[src/rtl/pipe_reg.sv]
// Elastic register pipeline of DEPTH stages with bubble collapse, flush and occupancy count.
// Define PIPE_REG_STALL_CNT_EN to add a saturating 16-bit output-stall counter (stall_cnt).
module pipe_reg #(
   parameter int WIDTH = 32,
   parameter int DEPTH = 2,
   parameter int CW    = $clog2(DEPTH + 1)
) (
   input  logic             clk,
   input  logic             rst_n,
   input  logic             flush,
   input  logic             in_valid,
   output logic             in_ready,
   input  logic [WIDTH-1:0] in_data,
   output logic             out_valid,
   input  logic             out_ready,
   output logic [WIDTH-1:0] out_data,
   output logic [CW-1:0]    occupancy
`ifdef PIPE_REG_STALL_CNT_EN
   ,
   output logic [15:0]      stall_cnt
`endif
);

   logic [DEPTH-1:0] stageValid;
   logic [DEPTH-1:0] stageAccept;
   logic [DEPTH-1:0] feedValid;
   logic [DEPTH-1:0] nextValid;
   logic [WIDTH-1:0] stageData [DEPTH];
   logic [WIDTH-1:0] feedData  [DEPTH];
   logic [CW-1:0]    occCount;

   function automatic logic [CW-1:0] countValid(input logic [DEPTH-1:0] v);
      logic [CW-1:0] n;
      n = '0;
      for (int k = 0; k < DEPTH; k++) begin
         n = n + CW'(v[k]);
      end
      return n;
   endfunction

   // A stage can take a new entry if it is empty or everything below it moves on.
   always_comb begin
      logic chain;
      stageAccept = '0;
      chain       = out_ready;
      for (int k = DEPTH - 1; k >= 0; k--) begin
         chain          = !stageValid[k] | chain;
         stageAccept[k] = chain;
      end
   end

   genvar g;
   generate
      for (g = 0; g < DEPTH; g++) begin : gFeed
         if (g == 0) begin : gHead
            assign feedValid[g] = in_valid;
            assign feedData[g]  = in_data;
         end else begin : gBody
            assign feedValid[g] = stageValid[g-1];
            assign feedData[g]  = stageData[g-1];
         end
      end
   endgenerate

   always_comb begin
      nextValid = stageValid;
      if (flush) begin
         nextValid = '0;
      end else begin
         for (int k = 0; k < DEPTH; k++) begin
            if (stageAccept[k]) begin
               nextValid[k] = feedValid[k];
            end
         end
      end
   end

   always_ff @(posedge clk or negedge rst_n) begin
      if (!rst_n) begin
         stageValid <= '0;
         occCount   <= '0;
      end else begin
         stageValid <= nextValid;
         occCount   <= countValid(nextValid);
      end
   end

   // Payload registers only move for real entries, and flush leaves them untouched.
   always_ff @(posedge clk or negedge rst_n) begin
      if (!rst_n) begin
         for (int k = 0; k < DEPTH; k++) begin
            stageData[k] <= '0;
         end
      end else if (!flush) begin
         for (int k = 0; k < DEPTH; k++) begin
            if (stageAccept[k] && feedValid[k]) begin
               stageData[k] <= feedData[k];
            end
         end
      end
   end

   assign in_ready  = stageAccept[0];
   assign out_valid = stageValid[DEPTH-1];
   assign out_data  = stageData[DEPTH-1];
   assign occupancy = occCount;

`ifdef PIPE_REG_STALL_CNT_EN
   always_ff @(posedge clk or negedge rst_n) begin
      if (!rst_n) begin
         stall_cnt <= '0;
      end else if (out_valid && !out_ready && (stall_cnt != 16'hFFFF)) begin
         stall_cnt <= stall_cnt + 16'd1;
      end
   end
`endif

`ifndef SYNTHESIS
   occBounded: assert property (@(posedge clk) disable iff (!rst_n)
      occCount <= CW'(DEPTH));

   occMatchesValid: assert property (@(posedge clk) disable iff (!rst_n)
      occCount == countValid(stageValid));

   stallHoldsOutput: assert property (@(posedge clk) disable iff (!rst_n)
      (out_valid && !out_ready && !flush) |=> (out_valid && $stable(out_data)));
`endif

endmodule

[config.mk]
export PLATFORM = sky130hd
export DESIGN_NAME = pipe_reg
export DESIGN_NICKNAME = d
export VERILOG_FILES = /design/src/rtl/pipe_reg.sv
export SDC_FILE = /design/constraint.sdc
export NUM_CORES = 1
export LEC_CHECK = 0
export BUFFER_PORTS_ARGS = -buffer_cell sky130_fd_sc_hd__buf_2
export CORE_MARGIN = 2
export CORE_UTILIZATION = 30
export DETAILED_ROUTE_END_ITERATION = 8
export GPL_TIMING_DRIVEN = 0
export PLACE_DENSITY = 0.57
export REMOVE_ABC_BUFFERS = 1
export SETUP_SLACK_MARGIN = 0.3
export SLEW_MARGIN = 5
export SYNTH_ARGS = -nofsm -noshare
export SYNTH_HDL_FRONTEND = slang
export SYNTH_SLANG_ARGS = --single-unit
export TNS_END_PERCENT = 1
[constraint.sdc]
create_clock -name clk -period 2 [get_ports clk]
set_input_delay 0.1 -clock clk [delete_from_list [all_inputs] [get_ports clk]]
set_output_delay 0.1 -clock clk [all_outputs]
set_load 0.02 [all_outputs]
Yosys cells after proc, flatten, opt, wreduce, memory -nomap -nowiden. Index checks and enable logic that the tools add are counted.

Input bits: 37. Word-level logic and storage cells: 17. Flip-flop bits (word level): 68. Output and inout port bits: 36.

Bitwise operators: 3. Reduce and logical (&&, ||, !) cells: 6. Add/sub/neg operators: 1. Muxes and demuxes: 3.

Operator list (count): $reduce_and A2 Y1 (2); $add A1 B1 Y2 (1); $logic_and A1 B1 Y1 (2); $logic_not A1 Y1 (2); $mux W1 (2); $mux W2 (1); $or A1 B1 Y1 (2); $not A1 Y1 (1).

Depth between registers and ports, before layout. Gate-level depths: netlist of run 1.

Depth after elaboration: 6. Mapped depth: 4. Depth with buffers taken out: 4.

Worst setup path after synthesis of run 1. No wires, ideal clock.

Path kind: register to register. Start: reg stageValid[1]. End: reg stageData, in the netlist out_data[1]. Data arrival time: 1.428 ns. Required time: 1.875 ns. Cell stages (with the launch flop): 5. Path buffers: 1. Clock period less this slack: 1.553 ns. Path slack: 0.447 ns. Library setup time: 0.125 ns. Cells stage by stage: dfrtp_1 nor2b_4 nor3b_4 buf_6 mux2_2.

Longest elaborated chain between the ends: 4.

Ends and longest elaborated chain: from (decl) (RTL line 24) `logic [DEPTH-1:0] stageValid;`; from (signal assigned) (RTL line 83) `stageValid <= nextValid;`; $logic_not A1 Y1 (RTL line 47) `chain = !stageValid[k] | chain;`; $or A1 B1 Y1 (RTL line 47); $logic_and A1 B1 Y1 (RTL line 96) `if (stageAccept[k] && feedValid[k]) begin`; $reduce_and A2 Y1 (no source line); to (signal, indexed assignment) (RTL line 97) `stageData[k] <= feedData[k];`; to (decl) (RTL line 28) `logic [WIDTH-1:0] stageData [DEPTH];`.

No other way between the ends. A chain may end at the register's enable or synchronous reset.

Worst setup path in the final report of run 1.
Start: reg stageValid[1]. End: reg stageData, in the netlist out_data[29].

The elaborated chain is that of the path after synthesis.

==> reports/summary.log, run 1 <==
qor: setup_path.endpoint_kind flip-flop
qor: global_routing.groute.usage.overall 11.8%
qor: floorplanning.die_w 96.6 microns
qor: global_routing.antenna_found_initial 0
qor: route.met2RoutedLength 2.58 mm
qor: setup_path.setup.worst_path.start_class flip-flop
qor: final_layout.areaGrowthSynthToFinish 42.5%
qor: route.route.vias.total 1,628
qor: timing.timing.final.max_slew_violations 0
qor: cts.cts-root-buf clkbuf_8
qor: global_routing.gr-total-overflow 0
qor: global_routing.grt_pass1_wl 8.62 mm
qor: floorplanning.num_rows 33
qor: final_layout.drive_gt1_share 58.7%
qor: route.drt-pass1-iter-count 4
qor: worst_hold_path.min_delay_worst_endpoint stageValid[0]$_DFF_PN0_
qor: placed_design.numPortBuffers 72
qor: route.post_drt_via_cell_ratio 4.35
qor: setup_path.crit_path_start stageValid[1]$_DFF_PN0_
qor: placed_design.dp_hpwl 3.23 mm
qor: timing.timing_worst_slew_pin_value 0.522 ns
qor: synth.ys_warn_count 0
qor: timing.worst_clock_skew 0.00919 ns
qor: cts.cts-buffers-inserted 9
qor: synth.syn_inst 147
qor: floorplanning.die_height 96.6 microns
qor: pwr.power_density 1100 mW/mm^2
qor: setup_path.worst-setup-path-type flip-flop to flip-flop
qor: worst_hold_path.hold_path_class input pin to flip-flop
qor: placed_design.gp_routability_congestion 0.682
qor: timing.slew_headroom 65.2%
qor: timing.post-route-period-util 78.6%
qor: pwr.vdd_ir_drop_max 0.493 mV
qor: timing.final-setup-viol-count 0
qor: timing.final.setup.tns 0 ns
qor: route.drt_met1_wl 2.17 mm
qor: setup_path.cp.arrival 1.79 ns
qor: final_layout.antenna-diode-count 0
qor: route.ant_nets 0
qor: outcome.outcome finished clean
qor: cts.clkLatencyLatePin 0.34 ns
qor: synth.synth_cell_type_count 12
qor: synth.share_of_the_yosys_chip_area_belonging_to_registers 66.1%
qor: route.dr.max_layer_used met4
qor: floorplanning.fp.dieArea 0.00933 sq mm
qor: floorplanning.core-area 0.00826 sq mm
qor: worst_hold_path.timing.hold.worst.start in_valid
qor: route.detail_route.wl_per_cell 13.6 microns
qor: synth.synth_area 0.00257 sq mm
qor: cts.clk_path_buf_depth 2
qor: global_routing.maximum_number_of_pins_on_one_net_before_global_route_repair 53
qor: pwr.cellLeakagePower 1.72 nW
qor: setup_path.worstReg2RegStart stageValid[1]$_DFF_PN0_
qor: route.detail_route.wirelength 5.08 mm
qor: timing.finalHoldViolations 0
qor: cts.cts_tree built
qor: synth.synthesis.area_per_instance 17.5 sq um
qor: cts.clock_sink_count 68
qor: timing.max_freq 636 MHz
qor: cts.clk_pin_slew 0.07 ns
qor: route.wl_met3 223 microns
qor: setup_path.r2r_cells 5
qor: setup_path.crit_fanout 15
qor: global_routing.first_global_vias 1,761
qor: route.remaining_drc_errors 0
qor: timing.grt_setup_unrepaired false
qor: setup_path.critPathRequiredTime 2.22 ns
qor: final_layout.layout.nets 302
qor: synth.synth_seq_cells 68
qor: floorplanning.initial_core_util 31.2%
qor: route.detailedRoute.firstIterationViolations 38
qor: timing.hold_slack 0.0563 ns
qor: cts.htreeDepth 3
qor: final_layout.fillCellCount 766
qor: setup_path.regToRegEndpoint out_data[29]$_DFFE_PN0P_
qor: floorplanning.ios 73
qor: timing.finalWorstPathRequiredPeriod 1.57 ns
qor: setup_path.timing.reg2reg.setup_slack 0.43 ns
qor: flow_run.max_cap_viol_count 0
qor: worst_hold_path.hold_path_depth 3
==> worst max path at each step <==
stage | to | slack [ns] | cells past startpoint
floorplan | out_data[0]$_DFFE_PN0P_ | -0.06 | 3
global route | out_data[15]$_DFFE_PN0P_ | 0.35 | 5
global placement | out_data[3]$_DFFE_PN0P_ | -0.53 | 3
finish | out_data[29]$_DFFE_PN0P_ | 0.43 | 5
detailed placement | out_data[29]$_DFFE_PN0P_ | -0.02 | 5
CTS | out_data[29]$_DFFE_PN0P_ | 0.35 | 5
==> metal layers <==
layer  vias to the layer above  global-route usage, %
li1                        751                      -
met4                         0                   6.50
met5                         -                      0
met3                         9                   3.83
met2                        40                   19.9
met1                       828                   13.1
==> Yosys cell counts <==
library cell  number  area [sq um]
a21oi_1            1          5.00
buf_2              3          15.0
buf_6              3          33.8
dfrtp_1           68          1700
ha_1               1          12.5
inv_1              1          3.75
mux2_1             2          22.5
mux2_2            62           698
nand3b_4           2          40.0
nor2_1             2          7.51
nor2b_4            1          13.8
nor3b_4            1          18.8
==> metrics by stage <==
step                cells  worst slack, ns  util (%)  power, mW  instance area, sq um
floorplan             141          -0.0587         -       2.37                  2520
global placement      318           -0.531      36.5       2.70                  3020
detailed placement    321          -0.0161      37.2       2.73                  3080
CTS                   372            0.353      44.2       4.09                  3650
global route          374            0.346      44.4       4.24                  3670
finish                374            0.428      44.4       4.02                  3670
==> timing repair <==
| action | 4_1_cts | 5_1_grt |
|---|---|---|
| hold buffers | 34 | 0 |
| setup endpoints to repair | 23 | 15 |
| hold endpoints to repair | 102 | 0 |
| buffers inserted | 1 | 2 |
| pin swaps | 1 | 0 |
| gates resized for setup | 0 | 0 |
==> where the power goes <==
part | switching [mW] | internal [mW] | leakage [nW] | total [mW]
clock network | 0.507 | 0.774 | 0.114 | 1.28
logic | 0.480 | 0.449 | 0.795 | 0.929
registers | 0.138 | 1.67 | 0.810 | 1.81
total | 1.12 | 2.90 | 1.72 | 4.02
==> final cells by class <==
cell class	count	area, sq um	share of cell area, %
Timing Repair Buffer	112	783	21.4
Multi-Input combinational cell	72	818	22.3
Clock inverter	3	68.8	1.88
Inverter	1	3.75	0.102
Sequential cell	68	1700	46.4
Clock buffer	13	159	4.33
Tap cell	105	131	3.58
==> state kept, by name, summed over array words and instances, names as in the netlist <==
register and flops:
occupancy 2, feedData 32, out_data 32, stageValid 2
==> cells by family after synthesis <==
logic type,after synthesis,synth area share [%]
adder cells (fa/ha/maj),1,0.486
flip-flops,68,66.1
buffers and inverters,7,2.04
AND/OR/NAND/NOR,6,3.11
AO/OA/AOI/OAI,1,0.194
multiplexers,64,28.0
==> layout by cell type (no fill, tap or decap) <==
cell / instances
buf_2: 71
dfrtp_1: 68
mux2_2: 62
dlygate4sd3_1: 34
clkbuf_8: 11
buf_4: 4
nand3b_4: 2
nor2_1: 2
mux2_1: 2
clkbuf_1: 2
bufinv_16: 2
buf_8: 2
inv_1: 1
a21oi_1: 1
nor2b_4: 1
nor3b_4: 1
ha_1: 1
clkinv_4: 1
buf_16: 1
==> worst max-delay path: stages, from the launching register on <==
cell and delay [ns]:
dfrtp_1 0.42, nor2b_4 0.15, nor3b_4 0.23, buf_8 0.13
buf_8 0.16, mux2_2 0.35
(Power assumes the default switching activity.)
==> inputs of run 2 (changes only) <==
clock period = 1.45 ns   (was 2 ns; I/O delays follow)
==> run 2 against run 1 <==
The run now ends with negative setup slack left. Clock skew fell by 0.0014 ns. Utilization is 1.8 points higher. Fmax is 6.8% higher. Global-route usage rose by 0.95 points. Largest cell class unchanged.
==> reports/summary.log, run 2 (synthesis results as in run 1) <==
qor: route.route.vias.total 1,639 [+0.68%]
qor: pwr.switchingPower 1.59 mW [+42%]
qor: placed_design.area_after_detailed_placement 0.00308 sq mm [unchanged]
qor: floorplanning.fp.dieArea 0.00933 sq mm [unchanged]
qor: final_layout.drive_gt1_share 59.8% [+1.0 points]
qor: cts.cts-buffers-inserted 9 [unchanged]
qor: final_layout.final_cell_mix 71 x buf_2, 68 x dfrtp_1, 41 x mux2_2
qor: final_layout.areaGrowthSynthToFinish 48.4%
qor: route.remaining_drc_errors 0 [unchanged]
qor: setup_path.critPathRequiredTime 1.67 ns [-0.55 ns]
qor: outcome.outcome finished, violations left
qor: pwr.pwr-share-comb 25.0% [+1.9 points]
qor: floorplanning.num_rows 33 [unchanged]
qor: final_layout.postLayoutCellArea 0.00382 sq mm [+4.1%]
qor: timing.hold_slack 0.0693 ns [+0.0131 ns]
qor: timing.max_freq 679 MHz [+6.8%]
qor: final_layout.layout_commonest_cell buf_2
qor: pwr.cellLeakagePower 1.82 nW [+5.9%]
qor: cts.clock_sink_count 68 [unchanged]
qor: placed_design.gp_routability_congestion 0.682 [unchanged]
qor: route.detail_route.wirelength 5.54 mm [+9.1%]
qor: setup_path.crit_fanout 8 [-7]
qor: floorplanning.initial_core_util 31.2% [unchanged]
qor: timing.post-route-worst-setup-slack -0.0225 ns [-0.450 ns]
qor: cts.cts-root-buf clkbuf_8
qor: flow_run.max_cap_viol_count 0 [unchanged]
qor: route.drt-pass1-iter-count 4 [unchanged]
qor: timing.final.setup.tns -0.231 ns [-0.231 ns]
qor: global_routing.antenna_found_initial 0 [unchanged]
qor: pwr.vdd_ir_drop_max 0.688 mV [+39%]
qor: worst_hold_path.timing.hold.worst.start in_valid
qor: setup_path.crit_path_start stageValid[1]$_DFF_PN0_
qor: floorplanning.die_w 96.6 microns [unchanged]
qor: final_layout.antenna-diode-count 0 [unchanged]
qor: outcome.violations negative setup slack
qor: route.detail_route.wl_per_cell 14.7 microns [+8.5%]
qor: timing.finalWorstPathRequiredPeriod 1.47 ns [-0.0998 ns]
qor: setup_path.endpoint_kind flip-flop
qor: pwr.power_density 1500 mW/mm^2 [+37%]
qor: global_routing.groute.usage.overall 12.7% [+0.95 points]
qor: setup_path.worstReg2RegStart stageValid[1]$_DFF_PN0_
qor: timing.post-route-period-util 102% [+23 points]
qor: timing.finalHoldViolations 0 [unchanged]
qor: final_layout.fillCellCount 756 [-1.3%]
qor: pwr.share_seq_of_total_power 44.0% [-1.0 points]
qor: setup_path.setup.worst_path.start_class flip-flop
qor: timing.grt_setup_unrepaired true
qor: cts.cts_tree built
qor: placed_design.dp_hpwl 3.23 mm [unchanged]
qor: timing.worst_clock_skew 0.00779 ns [-0.00140 ns]
qor: timing.timing_worst_slew_pin_value 0.311 ns [-0.211 ns]
qor: floorplanning.die_height 96.6 microns [unchanged]
qor: final_layout.layout.nets 304 [+0.66%]
qor: floorplanning.core-area 0.00826 sq mm [unchanged]
qor: placed_design.numPortBuffers 72 [unchanged]
qor: cts.clk_pin_slew 0.07 ns [about the same]
qor: cts.clk_path_buf_depth 2 [unchanged]
qor: pwr.switching_fraction_of_total_power 27.9% [-0.085 points]
qor: cts.htreeDepth 3 [unchanged]
qor: pwr.p_int 4.12 mW [+42%]
qor: setup_path.worst-setup-path-type flip-flop to flip-flop
qor: timing.slew_headroom 79.3% [+14 points]
qor: pwr.clock_power_share 31.0% [-0.9 points]
qor: timing.final-setup-viol-count 19 [+19]
qor: route.detailedRoute.firstIterationViolations 30 [-21%]
qor: global_routing.first_global_vias 1,780 [+1.1%]
qor: floorplanning.ios 73 [unchanged]
qor: timing.timing.final.max_slew_violations 0 [unchanged]
qor: worst_hold_path.hold_path_class input pin to flip-flop
qor: global_routing.grt_pass1_wl 9.20 mm [+6.8%]
qor: setup_path.cp.arrival 1.69 ns [-0.10 ns]
qor: global_routing.maximum_number_of_pins_on_one_net_before_global_route_repair 53 [unchanged]
qor: global_routing.gr-total-overflow 0 [unchanged]
qor: cts.clkLatencyLatePin 0.34 ns [about the same]
qor: route.ant_nets 0 [unchanged]
qor: route.post_drt_via_cell_ratio 4.36 [+0.14%]
## run 2: changes by cell type in the layout (fill, tap and decap cells not counted), sizes merged
cell,before,now
buf,78,79
nand3b,2,3
## run 2: path summary, 6_finish.rpt
check / slack (ns) / cells past startpoint / to
max in group asynchronous: 0.77 / 3 / out_data[10]$_DFFE_PN0P_
setup / recovery: -0.02 / 5 / out_data[10]$_DFFE_PN0P_
hold / removal: 0.07 / 3 / stageValid[0]$_DFF_PN0_
setup reg to reg: -0.02 / 5 / out_data[10]$_DFFE_PN0P_
hold reg to reg: 0.50 / 1 / out_data[20]$_DFFE_PN0P_
min in group asynchronous: 0.15 / 2 / out_data[9]$_DFFE_PN0P_
## run 2: routing by layer
| layer | wire [microns] | track usage, % |
|---|---|---|
| met5 | 0 | 0 |
| met4 | 112 | 7.04 |
| met3 | 230 | 3.83 |
| met2 | 2810 | 21.0 |
| met1 | 2380 | 14.7 |
## run 2: cell type report
class | count | area (sq um) | share of cell area, %
clock buffer | 13 | 159 | 4.16
clock inverter | 3 | 68.8 | 1.80
inverter | 1 | 3.75 | 0.0983
multi-input combinational | 73 | 925 | 24.2
sequential | 68 | 1700 | 44.6
tap | 105 | 131 | 3.44
timing repair buffer | 113 | 828 | 21.7
## run 2: repair_timing
item / CTS / global route
setup endpoints to repair: 66 / 68
hold buffers: 34 / 0
gates resized for setup: 20 / 6
cloned: 2 / 0
pin swaps: 2 / 1
hold endpoints to repair: 102 / 0
setup buffers: 3 / 0
## run 2: power groups by stage
stage	sequential [mW]	combinational, mW	clock [mW]
after floorplan	2.86	0.408	0
after global placement	2.52	1.20	0
after detailed placement	2.54	1.23	0
after CTS	2.51	1.42	1.84
after global routing	2.57	1.53	1.93
final	2.51	1.43	1.77
## run 2: stage by stage
stage | setup WS, ns | util (%) | total power [mW] | cells
after global placement | -1.08 | 36.5 | 3.72 | 318
after floorplan | -0.609 | - | 3.27 | 141
after CTS | -0.0359 | 46.0 | 5.77 | 376
after global routing | -0.0912 | 46.2 | 6.03 | 376
after detailed placement | -0.566 | 37.2 | 3.77 | 321
final | -0.0225 | 46.2 | 5.72 | 376
## run 2: critical path, cell delays in order (launching register included)
cell     delay (ns)
dfrtp_1        0.39
nor2b_4        0.14
nor3b_4        0.21
buf_8          0.16
buf_12         0.14
mux2_4         0.30
==> inputs of run 3 (changes only) <==
clock period = 1.91 ns   (was 1.45 ns; I/O delays follow)
==> run 3 against run 2 <==
The run now ends clean. Worst setup slack improved by 0.36 ns. Sequential share of layout area increased by 1.6 points. Combinational power decreased by 31%. Utilization decreased by 1.6 points. First-iteration DRC count decreased by 10%. Non-clock buffer count decreased by 2. Sequential cell count unchanged. Cell area decreased by 3.4%. Clock-buffer cell count unchanged. Clock power decreased by 24%. Critical path depth decreased by 1. Largest power group unchanged.
==> reports/summary.log, run 3 (synthesis results as in run 1) <==
qor: setup_path.endpoint_kind flip-flop
qor: timing.timing.final.max_slew_violations 0 [unchanged]
qor: final_layout.drive_gt1_share 58.7% [-1.0 points]
qor: setup_path.cp.arrival 1.79 ns [+0.10 ns]
qor: setup_path.regToRegEndpoint feedData[5]$_DFFE_PN0P_
qor: outcome.outcome finished clean
qor: final_layout.layout_commonest_cell buf_2
qor: route.route.vias.total 1,642 [+0.18%]
qor: floorplanning.die_height 96.6 microns [unchanged]
qor: cts.cts_tree built
qor: pwr.power_density 1140 mW/mm^2 [-24%]
qor: final_layout.areaGrowthSynthToFinish 43.3%
qor: pwr.share_seq_of_total_power 44.9% [+0.9 points]
qor: pwr.cellLeakagePower 1.73 nW [-5.2%]
qor: cts.clk_path_buf_depth 2 [unchanged]
qor: cts.clkLatencyLatePin 0.34 ns [about the same]
qor: global_routing.maximum_number_of_pins_on_one_net_before_global_route_repair 53 [unchanged]
qor: route.post_drt_via_cell_ratio 4.39 [+0.72%]
qor: cts.htreeDepth 3 [unchanged]
qor: floorplanning.fp.dieArea 0.00933 sq mm [unchanged]
qor: floorplanning.core-area 0.00826 sq mm [unchanged]
qor: cts.clk_pin_slew 0.07 ns [about the same]
qor: floorplanning.die_w 96.6 microns [unchanged]
qor: timing.final-setup-viol-count 0 [-19]
qor: global_routing.first_global_vias 1,755 [-1.4%]
qor: pwr.clock_power_share 31.8% [+0.8 points]
qor: final_layout.layout.nets 302 [-0.66%]
qor: route.detail_route.wirelength 5.26 mm [-5.1%]
qor: placed_design.gp_routability_congestion 0.682 [unchanged]
qor: pwr.switching_fraction_of_total_power 28.1% [+0.17 points]
qor: cts.cts-buffers-inserted 9 [unchanged]
qor: global_routing.groute.usage.overall 11.8% [-0.97 points]
qor: route.remaining_drc_errors 0 [unchanged]
qor: timing.worst_clock_skew 0.00918 ns [+0.00139 ns]
qor: route.detailedRoute.firstIterationViolations 27 [-10%]
qor: final_layout.final_cell_mix 71 x buf_2, 68 x dfrtp_1, 62 x mux2_2
qor: timing.post-route-period-util 82.4%
qor: floorplanning.ios 73 [unchanged]
qor: timing.finalHoldViolations 0 [unchanged]
qor: setup_path.worstReg2RegStart stageValid[1]$_DFF_PN0_
qor: setup_path.r2r_cells 3 [-2]
qor: cts.clock_sink_count 68 [unchanged]
qor: timing.grt_setup_unrepaired true
qor: setup_path.worst-setup-path-type input pin to flip-flop
qor: worst_hold_path.min_delay_worst_endpoint stageValid[0]$_DFF_PN0_
qor: route.detail_route.wl_per_cell 14.1 microns [-4.6%]
qor: cts.cts-root-buf clkbuf_8
qor: placed_design.numPortBuffers 72 [unchanged]
qor: setup_path.timing.reg2reg.setup_slack 0.37 ns [+0.39 ns]
qor: pwr.switchingPower 1.18 mW [-26%]
qor: timing.slew_headroom 63.9% [-15 points]
qor: timing.finalWorstPathRequiredPeriod 1.57 ns
qor: global_routing.gr-total-overflow 0 [unchanged]
qor: route.ant_nets 0 [unchanged]
qor: final_layout.postLayoutCellArea 0.00369 sq mm [-3.4%]
qor: setup_path.setup.worst_path.start_class input pin
qor: route.drt-pass1-iter-count 3 [-1]
qor: pwr.p_int 3.04 mW [-26%]
qor: setup_path.crit_fanout 16 [+8]
qor: pwr.vdd_ir_drop_max 0.520 mV [-24%]
qor: timing.timing_worst_slew_pin_value 0.538 ns [+0.227 ns]
qor: placed_design.area_after_detailed_placement 0.00308 sq mm [unchanged]
qor: global_routing.grt_pass1_wl 8.59 mm [-6.7%]
qor: floorplanning.num_rows 33 [unchanged]
qor: worst_hold_path.timing.hold.worst.start in_valid
qor: setup_path.critPathRequiredTime 2.13 ns [+0.46 ns]
qor: worst_hold_path.hold_path_depth 3 [unchanged]
qor: worst_hold_path.hold_path_class input pin to flip-flop
qor: timing.max_freq 635 MHz
qor: pwr.pwr-share-comb 23.2% [-1.8 points]
qor: final_layout.antenna-diode-count 0 [unchanged]
qor: placed_design.dp_hpwl 3.23 mm [unchanged]
qor: final_layout.layout.core_utilization 44.7% [-1.6 points]
qor: flow_run.max_cap_viol_count 0 [unchanged]
qor: floorplanning.initial_core_util 31.2% [unchanged]
qor: global_routing.antenna_found_initial 0 [unchanged]
[run 3: power groups by stage]
| stage | clock network [mW] | logic [mW] | registers [mW] |
|---|---|---|---|
| CTS | 1.39 | 0.995 | 1.90 |
| detailed placement | 0 | 0.933 | 1.93 |
| floorplan | 0 | 0.310 | 2.17 |
| global route | 1.46 | 1.05 | 1.94 |
| finish | 1.34 | 0.980 | 1.90 |
| global placement | 0 | 0.912 | 1.91 |
[run 3: worst max-delay path by stage]
stage,startpoint,endpoint,depth (start not counted),slack [ns]
after CTS,stageValid[1]$_DFF_PN0_,feedData[22]$_DFFE_PN0P_,3,0.33
final,flush,feedData[5]$_DFFE_PN0P_,4,0.34
after detailed placement,stageValid[1]$_DFF_PN0_,out_data[29]$_DFFE_PN0P_,5,-0.11
after global placement,stageValid[1]$_DFF_PN0_,out_data[3]$_DFFE_PN0P_,3,-0.62
after floorplan,stageValid[1]$_DFF_PN0_,out_data[0]$_DFFE_PN0P_,3,-0.15
after global routing,stageValid[1]$_DFF_PN0_,out_data[15]$_DFFE_PN0P_,5,0.29
[run 3: through the flow]
step | setup slack, ns | TNS, ns | power, mW | hold WS [ns] | std cells
2_1_floorplan | -0.149 | -4.69 | 2.48 | -0.200 | 141
3_3_place_gp | -0.621 | -19.64 | 2.82 | 0.326 | 318
3_5_place_dp | -0.106 | -1.47 | 2.86 | -0.0178 | 321
4_1_cts | 0.331 | 0 | 4.29 | 0.0327 | 373
5_1_grt | 0.291 | 0 | 4.45 | 0.0921 | 374
6_report | 0.336 | 0 | 4.22 | 0.0796 | 374
[run 3: area by class of cell]
class                      instances  area (sq um)
timing repair buffer             111           793
inverter                           1          3.75
sequential                        68          1700
fill                             769          4570
multi-input combinational         73           830
tap                              105           131
clock buffer                      13           159
clock inverter                     3          68.8
[run 3: repair_timing]
item	4_1_cts	5_1_grt
hold buffers	34	0
endpoints found under the hold margin	102	0
cloned	0	1
pin swaps	1	2
resized for setup	1	0
setup buffers	2	0
endpoints found under the setup margin	32	33
[run 3: routing by layer]
metal	wire length (microns)	track usage [%]
met1	2270	13.3
met2	2660	19.6
met3	221	3.83
met4	107	6.50
met5	0	0
[run 3: worst max-delay path: stages]
cell and delay [ns]:
dlygate4sd3_1 0.54, buf_2 0.16, nand3b_2 0.55, mux2_2 0.43
